[src/rtl/imem_loader.sv]
// UART boot loader: parses A5/length/data/checksum frames and writes 32-bit words
// into the instruction RAM while holding the CPU in reset.
module imem_loader #(
  parameter int DEPTH   = 2048,
  parameter int ADDR_W  = 11,
  parameter int TIMEOUT = 100000
) (
  input  logic              clk,
  input  logic              rst,
  input  logic              rx_valid,
  input  logic [7:0]        rx_byte,
  output logic [ADDR_W-1:0] imem_addr,
  output logic [31:0]       imem_data,
  output logic              imem_we,
  output logic              cpu_rst,
  output logic              busy,
  output logic              done,
  output logic              error,
  output logic [ADDR_W:0]   words_loaded
);

  localparam int TW = (TIMEOUT > 1) ? $clog2(TIMEOUT) : 1;
  localparam logic [TW-1:0]   IDLE_LAST = TW'(TIMEOUT - 1);
  localparam logic [ADDR_W:0] ONE_W     = (ADDR_W + 1)'(1);

  typedef enum logic [2:0] {
    ST_IDLE, ST_LEN_LO, ST_LEN_HI, ST_DATA, ST_CSUM, ST_DONE, ST_ERROR
  } state_t;

  state_t          state_reg;
  logic [7:0]      len_lo_reg;
  logic [ADDR_W:0] n_words_reg;
  logic [23:0]     word_reg;
  logic [1:0]      byte_cnt_reg;
  logic [7:0]      csum_reg;
  logic [TW-1:0]   idle_cnt_reg;

  logic [15:0] len_full;
  logic        len_bad;

  assign len_full = {rx_byte, len_lo_reg};
  assign len_bad  = (len_full == 16'd0) || ({16'd0, len_full} > 32'(DEPTH));

  always_ff @(posedge clk or posedge rst) begin
    if (rst) begin
      state_reg    <= ST_IDLE;
      len_lo_reg   <= 8'd0;
      n_words_reg  <= '0;
      word_reg     <= 24'd0;
      byte_cnt_reg <= 2'd0;
      csum_reg     <= 8'd0;
      idle_cnt_reg <= '0;
      imem_addr    <= '0;
      imem_data    <= 32'd0;
      imem_we      <= 1'b0;
      cpu_rst      <= 1'b1;
      busy         <= 1'b0;
      done         <= 1'b0;
      error        <= 1'b0;
      words_loaded <= '0;
    end else begin
      imem_we <= 1'b0;
      case (state_reg)
        ST_IDLE, ST_DONE, ST_ERROR: begin
          if (rx_valid && rx_byte == 8'hA5) begin
            state_reg    <= ST_LEN_LO;
            done         <= 1'b0;
            error        <= 1'b0;
            words_loaded <= '0;
            csum_reg     <= 8'd0;
            byte_cnt_reg <= 2'd0;
            idle_cnt_reg <= '0;
            busy         <= 1'b1;
            cpu_rst      <= 1'b1;
          end
        end
        default: begin
          if (rx_valid) begin
            idle_cnt_reg <= '0;
            case (state_reg)
              ST_LEN_LO: begin
                len_lo_reg <= rx_byte;
                state_reg  <= ST_LEN_HI;
              end
              ST_LEN_HI: begin
                if (len_bad) begin
                  state_reg <= ST_ERROR;
                  busy      <= 1'b0;
                  error     <= 1'b1;
                end else begin
                  n_words_reg <= len_full[ADDR_W:0];
                  state_reg   <= ST_DATA;
                end
              end
              ST_DATA: begin
                csum_reg <= csum_reg ^ rx_byte;
                if (byte_cnt_reg == 2'd3) begin
                  // words_loaded doubles as the address of the word being written
                  imem_we      <= 1'b1;
                  imem_addr    <= words_loaded[ADDR_W-1:0];
                  imem_data    <= {rx_byte, word_reg};
                  words_loaded <= words_loaded + ONE_W;
                  byte_cnt_reg <= 2'd0;
                  if (words_loaded == n_words_reg - ONE_W)
                    state_reg <= ST_CSUM;
                end else begin
                  word_reg     <= {rx_byte, word_reg[23:8]};
                  byte_cnt_reg <= byte_cnt_reg + 2'd1;
                end
              end
              ST_CSUM: begin
                busy <= 1'b0;
                if (rx_byte == csum_reg) begin
                  state_reg <= ST_DONE;
                  done      <= 1'b1;
                  cpu_rst   <= 1'b0;
                end else begin
                  state_reg <= ST_ERROR;
                  error     <= 1'b1;
                end
              end
              default: ;
            endcase
          end else if (idle_cnt_reg == IDLE_LAST) begin
            state_reg    <= ST_ERROR;
            busy         <= 1'b0;
            error        <= 1'b1;
            idle_cnt_reg <= '0;
          end else begin
            idle_cnt_reg <= idle_cnt_reg + TW'(1);
          end
        end
      endcase
    end
  end

endmodule
[config.mk]
export PLATFORM = sky130hd
export DESIGN_NAME = imem_loader
export DESIGN_NICKNAME = d
export VERILOG_FILES = /design/src/rtl/imem_loader.sv
export SDC_FILE = /design/constraint.sdc
export NUM_CORES = 1
export LEC_CHECK = 0
export ABC_AREA = 0
export ABC_CLOCK_PERIOD_IN_PS = 6800
export BUFFER_PORTS_ARGS = -buffer_cell sky130_fd_sc_hd__clkbuf_2
export CORE_UTILIZATION = 40
export DETAILED_ROUTE_END_ITERATION = 6
export HOLD_SLACK_MARGIN = 0.05
export PLACE_DENSITY = 0.56
export SYNTH_ARGS = -nofsm -noshare
export SYNTH_HDL_FRONTEND = slang
export SYNTH_SLANG_ARGS = --single-unit
export TNS_END_PERCENT = 5
[constraint.sdc]
create_clock -name clk -period 6.8 [get_ports clk]
set_input_delay 1.36 -clock clk [delete_from_list [all_inputs] [get_ports clk]]
set_output_delay 1.36 -clock clk [all_outputs]
set_load 0.1 [all_outputs]
==> results of run 1 <==
-- final timing paths --
| kind | slack, ns | startpoint | endpoint | depth (start not counted) |
|---|---|---|---|---|
| hold / removal | 0.47 | word_reg[1]$_DFFE_PP0P_ | imem_data[1]$_DFFE_PP0P_ | 2 |
| setup / recovery | 3.23 | rx_valid | imem_data[25]$_DFFE_PP0P_ | 8 |
| max in group asynchronous | 4.26 | rst | imem_addr[7]$_DFFE_PP0P_ | 3 |
| min in group asynchronous | 1.01 | rst | idle_cnt_reg[7]$_DFFE_PP0P_ | 2 |
| setup reg to reg | 3.71 | state_reg[2]$_DFFE_PP0P_ | imem_data[25]$_DFFE_PP0P_ | 7 |
| hold reg to reg | 0.47 | word_reg[1]$_DFFE_PP0P_ | imem_data[1]$_DFFE_PP0P_ | 2 |
-- layout by cell type, fill, tap and decap left out, types with 2 or more instances in the layout --
| master | count |
|---|---|
| clkbuf_8 | 4 |
| clkbuf_2 | 70 |
| clkinvlp_4 | 2 |
| nor2_1 | 35 |
| a21oi_4 | 2 |
| clkbuf_1 | 2 |
| mux2_2 | 42 |
| a21oi_1 | 6 |
| a32o_1 | 2 |
| nand2b_1 | 3 |
| or3_1 | 2 |
| buf_4 | 3 |
| nand2_1 | 165 |
| nand3_1 | 18 |
| and4_1 | 3 |
| a211oi_1 | 3 |
| mux2i_1 | 2 |
| a31oi_1 | 3 |
| xor2_1 | 22 |
| a21o_1 | 2 |
| inv_1 | 8 |
| ha_1 | 4 |
| a22o_1 | 3 |
| o31ai_1 | 3 |
| clkbuf_16 | 17 |
| nand4b_1 | 2 |
| and3_1 | 12 |
| o21ai_0 | 43 |
| nor3_1 | 8 |
| inv_6 | 3 |
| nand3b_1 | 2 |
| xnor2_1 | 15 |
| dfrtp_1 | 133 |
| nand4_1 | 15 |
| nor4_1 | 3 |
| bufinv_16 | 2 |
| nor2b_1 | 3 |
-- power breakdown --
part           total (uW)  leakage (uW)  internal [uW]  switching (uW)
clock network         926      0.000291            582             344
registers            1270       0.00175           1060             205
logic                1640       0.00156            376            1270
-- area by class of cell --
| cell class | instances | share of cell area [%] |
|---|---|---|
| clock inverters | 9 | 1.57 |
| well taps | 188 | 3.22 |
| repair buffers | 73 | 5.10 |
| flip-flops and latches | 134 | 45.9 |
| multi-input cells | 445 | 37.0 |
| clock buffers | 23 | 6.67 |
| inverters | 10 | 0.548 |
-- logic make-up (layout without fill, tap and decap cells) --
| logic type | Yosys count | count (layout) | synth area share, % |
|---|---|---|---|
| compound gates | 71 | 71 | 7.14 |
| xor+xnor | 37 | 37 | 5.19 |
| fa+ha+maj | 5 | 5 | 1.12 |
| buf+inv | 43 | 115 | 2.97 |
| flops | 134 | 134 | 53.8 |
| mux | 45 | 45 | 8.26 |
| simple gates | 287 | 287 | 21.6 |
-- critical path, delay by kind of cell --
| kind | cells | cell delay, ns |
|---|---|---|
| buf+inv | 3 | 1.62 |
| simple gates | 5 | 0.85 |
-- layer usage --
layer / global-route usage, % / vias to the layer above
met1: 26.4 / 2225
met5: 0 / -
met3: 3.80 / 19
li1: - / 2233
met2: 27.2 / 95
met4: 7.21 / 0
-- metrics by stage --
step / hold WS [ns] / setup WS, ns / cell area, um^2
after CTS: 0.468 / 3.21 / 7310
after floorplan: 0.433 / 1.86 / 6240
final: 0.466 / 3.23 / 7310
after global routing: 0.485 / 2.90 / 7310
after detailed placement: 0.454 / 2.77 / 6710
after global placement: 0.444 / 2.87 / 6710
==> impl_metrics.json, run 1 <==
{
  "ys_seq_area_share_pct": 53.8,
  "synth-async-reset-ratio_pct": 100,
  "dr.first_iter.drc_count": 260,
  "met2WireLength_um": 6100,
  "fin_util_pct": 48.1,
  "dr_total_vias": 4572,
  "setup-violations-final": 0,
  "setup_tns_ns": 0,
  "post_cts_buffers": 0,
  "rows": 45,
  "grt_pass1_wl_um": 23000,
  "final.setup_skew_ns": 0.00566,
  "worst_ep_required_time_ns": 7.09,
  "critical-path-slowest-cell": "clkinv_1",
  "critPathMaxStageDelay_ns": 1.03,
  "synth_area_mm2": 0.00624,
  "yosys-top-cells-count": "nand2_1 (165), dfrtp_1 (133), o21ai_0 (43), mux2_2 (42), nor2_1 (35)",
  "htreeDepth": 4,
  "diodes": 0,
  "drt_wl_total_um": 13900,
  "status": "completed",
  "grtUsageTotal_pct": 18.4,
  "final-hold-violation-count": 0,
  "die_w_um": 127,
  "dieArea_mm2": 0.0161,
  "start_kind": "input pin",
  "syn_nets": 638,
  "antenna_found_initial": 0,
  "maxSlewHeadroom_pct": 23.0,
  "grt_max_degree": 89,
  "worstPathCellList": "clkbuf_2, nand2_1, nor2_1, nand3_2, buf_4, clkinv_1, nand2_1, nand2_1",
  "power_density_mw_per_mm2": 524,
  "cp-end-kind": "register",
  "die_h_um": 127,
  "finalCriticalPeriod_ns": 3.57,
  "maxCapViolCount": 0,
  "cts_resized": 0,
  "port_buffers": 70,
  "ios": 71,
  "synth_cells": 622,
  "period_share_pct": 52.4,
  "start_util_pct": 41.0,
  "core-area_mm2": 0.0152,
  "synth_warnings": 0,
  "rsz0062_at_grt": "no",
  "final_max_slew_viol_count": 0,
  "ys_ff_latch": 134,
  "fin_nets": 697,
  "power.total_uw": 3830,
  "ctsHoldBuffers": 0,
  "path_class": "in2reg",
  "path_common_cell": "nand2_1",
  "syn_avg_cell_area_um2": 10.0,
  "drive_above_1_share_pct": 23.2,
  "drc": 0,
  "drtPass1Iterations": 4,
  "final_cells": 882,
  "clkSlewWorstSetupHoldPaths_ns": 0.06,
  "largest_reg_flops": 32,
  "ant_nets": 0,
  "fillers": 1420,
  "clock_insertion_delay_worst_skew_ns": 0.42,
  "worstMarginPinSlew_ns": 1.15,
  "dp_hpwl_um": 9340,
  "yosysMostFrequentCell": "nand2_1",
  "cts_tree": "built",
  "numClockSinks": 134,
  "register_area_mm2": 0.00335,
  "drt-met1-wl_um": 6990,
  "syn_to_final_growth_pct": 17.2,
  "synth_ff_type": "dfrtp_1",
  "synthTopCellsByArea": "dfrtp_1 (53%), nand2_1 (9.9%), mux2_2 (7.6%)",
  "drt-vias-per-instance": 5.18,
  "total_leakage_power_uw": 0.00359,
  "wl_met3_um": 530,
  "synth_cell_types": 56,
  "synth_area_leader_cell": "dfrtp_1",
  "min_path_type": "reg2reg",
  "cts_root_buf": "clkbuf_16",
  "synth-edff-count": 0,
  "cp_max_fo": 46,
  "synth_top_area_share_pct": 53.3,
  "gp_congestion": 0.838,
  "fmax_mhz": 280,
  "arrival_ns": 3.86,
  "placedCellCount": 850,
  "cts_buffers": 17,
  "clk_path_buf_depth": 2,
  "multiInputGateArea_mm2": 0.00271,
  "grt_pass1_vias": 4389,
  "ir_drop_mv": 0.277,
  "highest_layer": "met4",
  "wl_per_cell_um": 15.7,
  "grt-ovfl-total": 0
}
No activity file was read; power rests on OpenSTA's default activity.
==> run 2, diff against run 1 <==
--- a/config.mk
+++ b/config.mk
@@ -5,13 +5,13 @@
 export SDC_FILE = /design/constraint.sdc
 export NUM_CORES = 1
 export LEC_CHECK = 0
-export ABC_AREA = 0
-export ABC_CLOCK_PERIOD_IN_PS = 6800
+export ABC_AREA = 1
+export ABC_CLOCK_PERIOD_IN_PS = 3000
 export BUFFER_PORTS_ARGS = -buffer_cell sky130_fd_sc_hd__clkbuf_2
 export CORE_UTILIZATION = 40
 export DETAILED_ROUTE_END_ITERATION = 6
 export HOLD_SLACK_MARGIN = 0.05
-export PLACE_DENSITY = 0.56
+export PLACE_DENSITY = 0.58
 export SYNTH_ARGS = -nofsm -noshare
 export SYNTH_HDL_FRONTEND = slang
 export SYNTH_SLANG_ARGS = --single-unit
==> constraint.sdc (replaced) <==
create_clock -name clk -period 3 [get_ports clk]
set_input_delay 0.6 -clock clk [delete_from_list [all_inputs] [get_ports clk]]
set_output_delay 0.6 -clock clk [all_outputs]
set_load 0.1 [all_outputs]
==> impl_metrics.json, run 2 <==
{
  "critical_path.startpoint": "state_reg[2]$_DFFE_PP0P_",
  "numClockSinks": 134,
  "final_common_cell": "nand2_1",
  "synth_area_mm2": 0.00640,
  "syn_nets": 790,
  "synth_area_leader_cell": "dfrtp_1",
  "cts_buffers": 17,
  "post_cts_buffers": 0,
  "grt_max_degree": 103,
  "wl_per_cell_um": 14.9,
  "finalCriticalPeriod_ns": 2.44,
  "rows": 45,
  "start_kind": "register",
  "clock_insertion_delay_worst_skew_ns": 0.42,
  "final_cell_mix": "nand2_1 (207), dfrtp_1 (133), o21ai_0 (99)",
  "die_h_um": 129,
  "htreeDepth": 4,
  "synth_top_area_share_pct": 52.0,
  "swShare_pct": 37.8,
  "worstPathCellList": "inv_2, o21ai_1, nand3_2, inv_2, nor2_4, nand2_2, buf_12, inv_2, nand2_1, nand2_1",
  "total_leakage_power_uw": 0.00377,
  "register_area_mm2": 0.00335,
  "port_buffers": 70,
  "final_cells": 1074,
  "regToRegSetupSlack_ns": 0.56,
  "rsz0062_at_grt": "no",
  "yosysMostFrequentCell": "nand2_1",
  "synth_cells": 774,
  "worstSetupEndpoint": "imem_data[4]$_DFFE_PP0P_",
  "gp_congestion": 0.884,
  "start_util_pct": 41.5,
  "synth-async-reset-ratio_pct": 100,
  "dp_hpwl_um": 11600,
  "syn_to_final_growth_pct": 19.0,
  "fmax_mhz": 410,
  "status": "completed",
  "maxCapViolCount": 0,
  "grt_pass1_vias": 5223,
  "ctsHoldBuffers": 0,
  "ys_ff_latch": 134,
  "power_switching_uw": 2490,
  "fillers": 1522,
  "drc": 0,
  "drt_wl_total_um": 16000,
  "rr_endpoint": "imem_data[4]$_DFFE_PP0P_",
  "setup-violations-final": 0,
  "multiInputGateArea_mm2": 0.00258,
  "drive_above_1_share_pct": 16.0,
  "critPathMaxStageDelay_ns": 0.49,
  "worst_ep_required_time_ns": 3.31,
  "placedCellCount": 1042,
  "die_w_um": 129,
  "power_frac_clock_pct": 33.1,
  "setup_tns_ns": 0,
  "ant_nets": 0,
  "final.setup_skew_ns": 0.00766,
  "worst_slack_ns": 0.562,
  "clk_path_buf_depth": 2,
  "ir_drop_mv": 0.426,
  "antenna_found_initial": 0,
  "grt-ovfl-total": 0,
  "worstMarginPinSlew_ns": 0.643,
  "final-hold-violation-count": 0,
  "ys_seq_area_share_pct": 52.4,
  "p_comb_share_pct": 30.6,
  "drtPass1Iterations": 6,
  "synth-edff-count": 0,
  "grtUsageTotal_pct": 21.1,
  "diodes": 0,
  "dr_total_vias": 5349,
  "grt_pass1_wl_um": 26500,
  "pwr-share-seq_pct": 36.4,
  "period_share_pct": 81.3,
  "synthTopCellsByArea": "dfrtp_1 (52%), nand2_1 (12%), o21ai_0 (7.7%)",
  "final_max_slew_viol_count": 0,
  "path_common_cell": "inv_2",
  "arrival_ns": 2.75,
  "largest_reg_flops": 32,
  "syn_avg_cell_area_um2": 8.27,
  "cp_max_fo": 59,
  "fin_nets": 866,
  "dr.first_iter.drc_count": 375,
  "synth_ff_type": "dfrtp_1",
  "critical-path-slowest-cell": "dfrtp_1",
  "core-area_mm2": 0.0154,
  "power_density_mw_per_mm2": 865,
  "synth_cell_types": 39,
  "r2r_start": "state_reg[2]$_DFFE_PP0P_",
  "drt-vias-per-instance": 4.98,
  "ios": 71,
  "maxSlewHeadroom_pct": 57.0,
  "dieArea_mm2": 0.0165,
  "reg2reg_depth": 10,
  "cts_resized": 0,
  "cts_tree": "built",
  "path_class": "reg2reg",
  "clkSlewWorstSetupHoldPaths_ns": 0.06,
  "cp-end-kind": "register",
  "cts_root_buf": "clkbuf_16",
  "p_int_uw": 4100,
  "min_path_type": "in2async",
  "synth_warnings": 0,
  "yosys-top-cells-count": "nand2_1 (207), dfrtp_1 (133), o21ai_0 (99), inv_1 (85), nor2_1 (59)",
  "dpl_worst_slack_ns": 0.563
}
## run 2: cell types whose count changed after synthesis, sizes merged, moves of 5 or more
cell	previous run	this run
and3	12	1
clkbuf	21	12
inv	9	95
mux2	42	1
nand2	166	208
nand3	19	43
nor2	36	67
nor3	9	14
o21ai	43	112
xnor2	15	3
## run 2: per-layer routing
layer,vias up,wire length [um],GRT usage [%]
met5,-,0,0
li1,2662,-,-
met2,112,7390,32.4
met3,12,557,4.24
met1,2563,7840,29.6
met4,0,181,7.54
## run 2: layout make-up
type	instances	area share [%]
sequential	134	44.0
multi-input combinational	524	33.9
clock buffer	19	5.95
timing repair buffer	78	5.72
inverter	95	4.73
tap	211	3.47
clock inverter	13	2.18
## run 2: worst min-delay path by stage
stage                                     end  slack, ns                     start
floorplan            imem_data[0]$_DFFE_PP0P_       0.44   word_reg[0]$_DFFE_PP0P_
global placement     imem_data[6]$_DFFE_PP0P_       0.47  imem_data[6]$_DFFE_PP0P_
detailed placement    word_reg[8]$_DFFE_PP0P_       0.47  word_reg[16]$_DFFE_PP0P_
CTS                  word_reg[20]$_DFFE_PP0P_       0.32                       rst
global route        imem_data[20]$_DFFE_PP0P_       0.35                       rst
finish               word_reg[12]$_DFFE_PP0P_       0.30                       rst
## run 2: power groups by stage
| stage | Clock, uW | Combinational, uW | Sequential (uW) |
|---|---|---|---|
| final | 2180 | 2010 | 2390 |
| after global routing | 2300 | 2280 | 2440 |
| after CTS | 2230 | 2020 | 2400 |
| after detailed placement | 0 | 2020 | 2420 |
| after global placement | 0 | 1960 | 2420 |
| after floorplan | 0 | 1390 | 2580 |
## run 2: logic make-up (layout without fill, tap and decap cells)
group / count (synthesis) / in the layout / synth area share (%)
flip-flops: 134 / 134 / 52.4
AND/OR/NAND/NOR: 363 / 363 / 24.6
AO/OA/AOI/OAI: 133 / 133 / 11.2
multiplexers: 1 / 1 / 0.176
adder cells (fa/ha/maj): 5 / 5 / 1.09
XOR/XNOR: 22 / 22 / 3.22
buffers and inverters: 116 / 205 / 7.27
## run 2: worst max-delay path: cells and delay by family, from the launching register on
family | cells | cell delay (ns)
flops | 1 | 0.49
simple gates | 5 | 0.81
buf+inv | 4 | 0.89
compound gates | 1 | 0.12
## run 2: metrics by stage
step	util [%]	hold slack, ns	power [uW]	area (um^2)
global placement	45.4	0.467	4380	7000
CTS	49.4	0.317	6650	7620
finish	49.4	0.298	6590	7620
detailed placement	45.4	0.471	4440	7000
floorplan	-	0.442	3960	6410
global route	49.4	0.346	7020	7620
==> run 3, diff against run 2 <==
--- a/config.mk
+++ b/config.mk
@@ -5,8 +5,8 @@
 export SDC_FILE = /design/constraint.sdc
 export NUM_CORES = 1
 export LEC_CHECK = 0
-export ABC_AREA = 1
-export ABC_CLOCK_PERIOD_IN_PS = 3000
+export ABC_AREA = 0
+export ABC_CLOCK_PERIOD_IN_PS = 1950
 export BUFFER_PORTS_ARGS = -buffer_cell sky130_fd_sc_hd__clkbuf_2
 export CORE_UTILIZATION = 40
 export DETAILED_ROUTE_END_ITERATION = 6
==> constraint.sdc (replaced) <==
create_clock -name clk -period 1.95 [get_ports clk]
set_input_delay 0.39 -clock clk [delete_from_list [all_inputs] [get_ports clk]]
set_output_delay 0.39 -clock clk [all_outputs]
set_load 0.1 [all_outputs]
==> impl_metrics.json, run 3 (synthesis gave the netlist of run 1 again) <==
{
  "multiInputGateArea_mm2": 0.00288,
  "grt_pass1_vias": 5007,
  "final.setup_skew_ns": 0.00537,
  "port_buffers": 70,
  "path_class": "reg2reg",
  "critPathMaxStageDelay_ns": 0.39,
  "status": "finished, violations left",
  "power_density_mw_per_mm2": 1740,
  "rows": 45,
  "grtUsageTotal_pct": 20.5,
  "arrival_ns": 2.41,
  "placed_area_mm2": 0.00731,
  "cp-end-kind": "register",
  "maxSlewHeadroom_pct": 58.7,
  "maxCapViolCount": 0,
  "violations": "negative setup slack",
  "ant_nets": 0,
  "fillers": 1347,
  "grt_pass1_wl_um": 25500,
  "gp_congestion": 0.843,
  "final-hold-violation-count": 0,
  "htreeDepth": 4,
  "ios": 71,
  "drive_above_1_share_pct": 36.4,
  "crit_family": "compound AO/OA/AOI/OAI gates",
  "grt_max_degree": 44,
  "wl_per_cell_um": 15.9,
  "grt-ovfl-total": 0,
  "cts_root_buf": "clkbuf_16",
  "total_leakage_power_uw": 0.00407,
  "worstPathCellList": "inv_2, ha_4, nor2b_4, nand2_1, a311o_1, a21oi_2, nand4_1, o2111ai_2, nand3_1",
  "setup-violations-final": 4,
  "largest_reg_flops": 32,
  "core-area_mm2": 0.0152,
  "clock_insertion_delay_worst_skew_ns": 0.42,
  "power.total_uw": 14300,
  "start_kind": "register",
  "period_share_pct": 109,
  "start_util_pct": 41.0,
  "dp_hpwl_um": 10800,
  "die_w_um": 127,
  "worstMarginPinSlew_ns": 0.618,
  "setup_tns_ns": -0.601,
  "min_path_type": "in2reg",
  "fmax_mhz": 470,
  "die_h_um": 127,
  "final_area_mm2": 0.00823,
  "worst_ep_required_time_ns": 2.23,
  "crit_buf_inv": 1,
  "register_area_mm2": 0.00336,
  "dr.first_iter.drc_count": 223,
  "worst_slack_ns": -0.179,
  "final_common_cell": "nand2_1",
  "drt-vias-per-instance": 5.16,
  "final_max_slew_viol_count": 0,
  "clkSlewWorstSetupHoldPaths_ns": 0.06,
  "final_cell_mix": "nand2_1 (164), dfrtp_1 (125), buf_4 (78)",
  "rsz0062_at_grt": "yes",
  "drtPass1Iterations": 4,
  "numClockSinks": 134,
  "cp_max_fo": 4,
  "dr_total_vias": 5008,
  "cts_buffers": 17,
  "cts_tree": "built",
  "syn_to_final_growth_pct": 32.0,
  "fin_nets": 784,
  "clk_path_buf_depth": 2,
  "drc": 0,
  "critical-path-slowest-cell": "dfrtp_1",
  "dieArea_mm2": 0.0161,
  "ir_drop_mv": 1.28,
  "finalCriticalPeriod_ns": 2.13,
  "antenna_found_initial": 1,
  "drt_wl_total_um": 15500
}
[run 3: layer usage]
metal,up-vias,part of all wire [%],track usage (%)
met4,0,2.4,9.45
met5,-,0,0
met1,2453,46,26.8
met2,127,47,32.7
li1,2400,-,-
met3,28,4.4,4.30
[run 3: metrics by stage]
step | instances | utilization [%] | setup slack [ns] | hold slack [ns]
finish | 970 | 54.2 | -0.179 | 0.313
global route | 969 | 54.1 | -0.280 | 0.294
CTS | 966 | 53.0 | -0.175 | 0.296
detailed placement | 919 | 48.1 | -0.452 | 0.451
global placement | 919 | 48.1 | -0.266 | 0.450
floorplan | 622 | - | -0.248 | 0.433
[run 3: timing repair]
action / 4_1_cts / 5_1_grt
setup buffers: 14 / 2
gates cloned: 0 / 1
endpoints found under the hold margin: 9 / 0
gates resized for setup: 14 / 31
pin swaps: 10 / 9
hold buffers: 1 / 0
endpoints found under the setup margin: 18 / 112
[run 3: area by class of cell]
class	instances	share of cell area (%)
Tap cell	188	2.86
Sequential cell	134	40.9
Timing Repair Buffer	159	13.6
Multi-Input combinational cell	446	35.0
Antenna cell	1	0.0304
Clock inverter	15	1.99
Clock buffer	17	5.17
Inverter	10	0.501
[run 3: power breakdown]
part	switching, uW	leakage (uW)	internal, uW
Sequential	686	0.00174	3700
Clock	1300	0.000286	1910
Combinational	4740	0.00204	1940
Total	6730	0.00407	7560
[run 3: final timing paths]
kind / from / end / slack (ns) / cells after the start
setup / recovery: n_words_reg[1]$_DFFE_PP0P_ / state_reg[1]$_DFFE_PP0P_ / -0.18 / 9
min in group asynchronous: rst / csum_reg[5]$_DFFE_PP0P_ / 0.60 / 3
hold reg to reg: word_reg[1]$_DFFE_PP0P_ / imem_data[1]$_DFFE_PP0P_ / 0.46 / 2
max in group asynchronous: rst / imem_data[0]$_DFFE_PP0P_ / 0.77 / 4
setup reg to reg: n_words_reg[1]$_DFFE_PP0P_ / state_reg[1]$_DFFE_PP0P_ / -0.18 / 9
hold / removal: rx_byte[2] / n_words_reg[10]$_DFFE_PP0P_ / 0.31 / 2
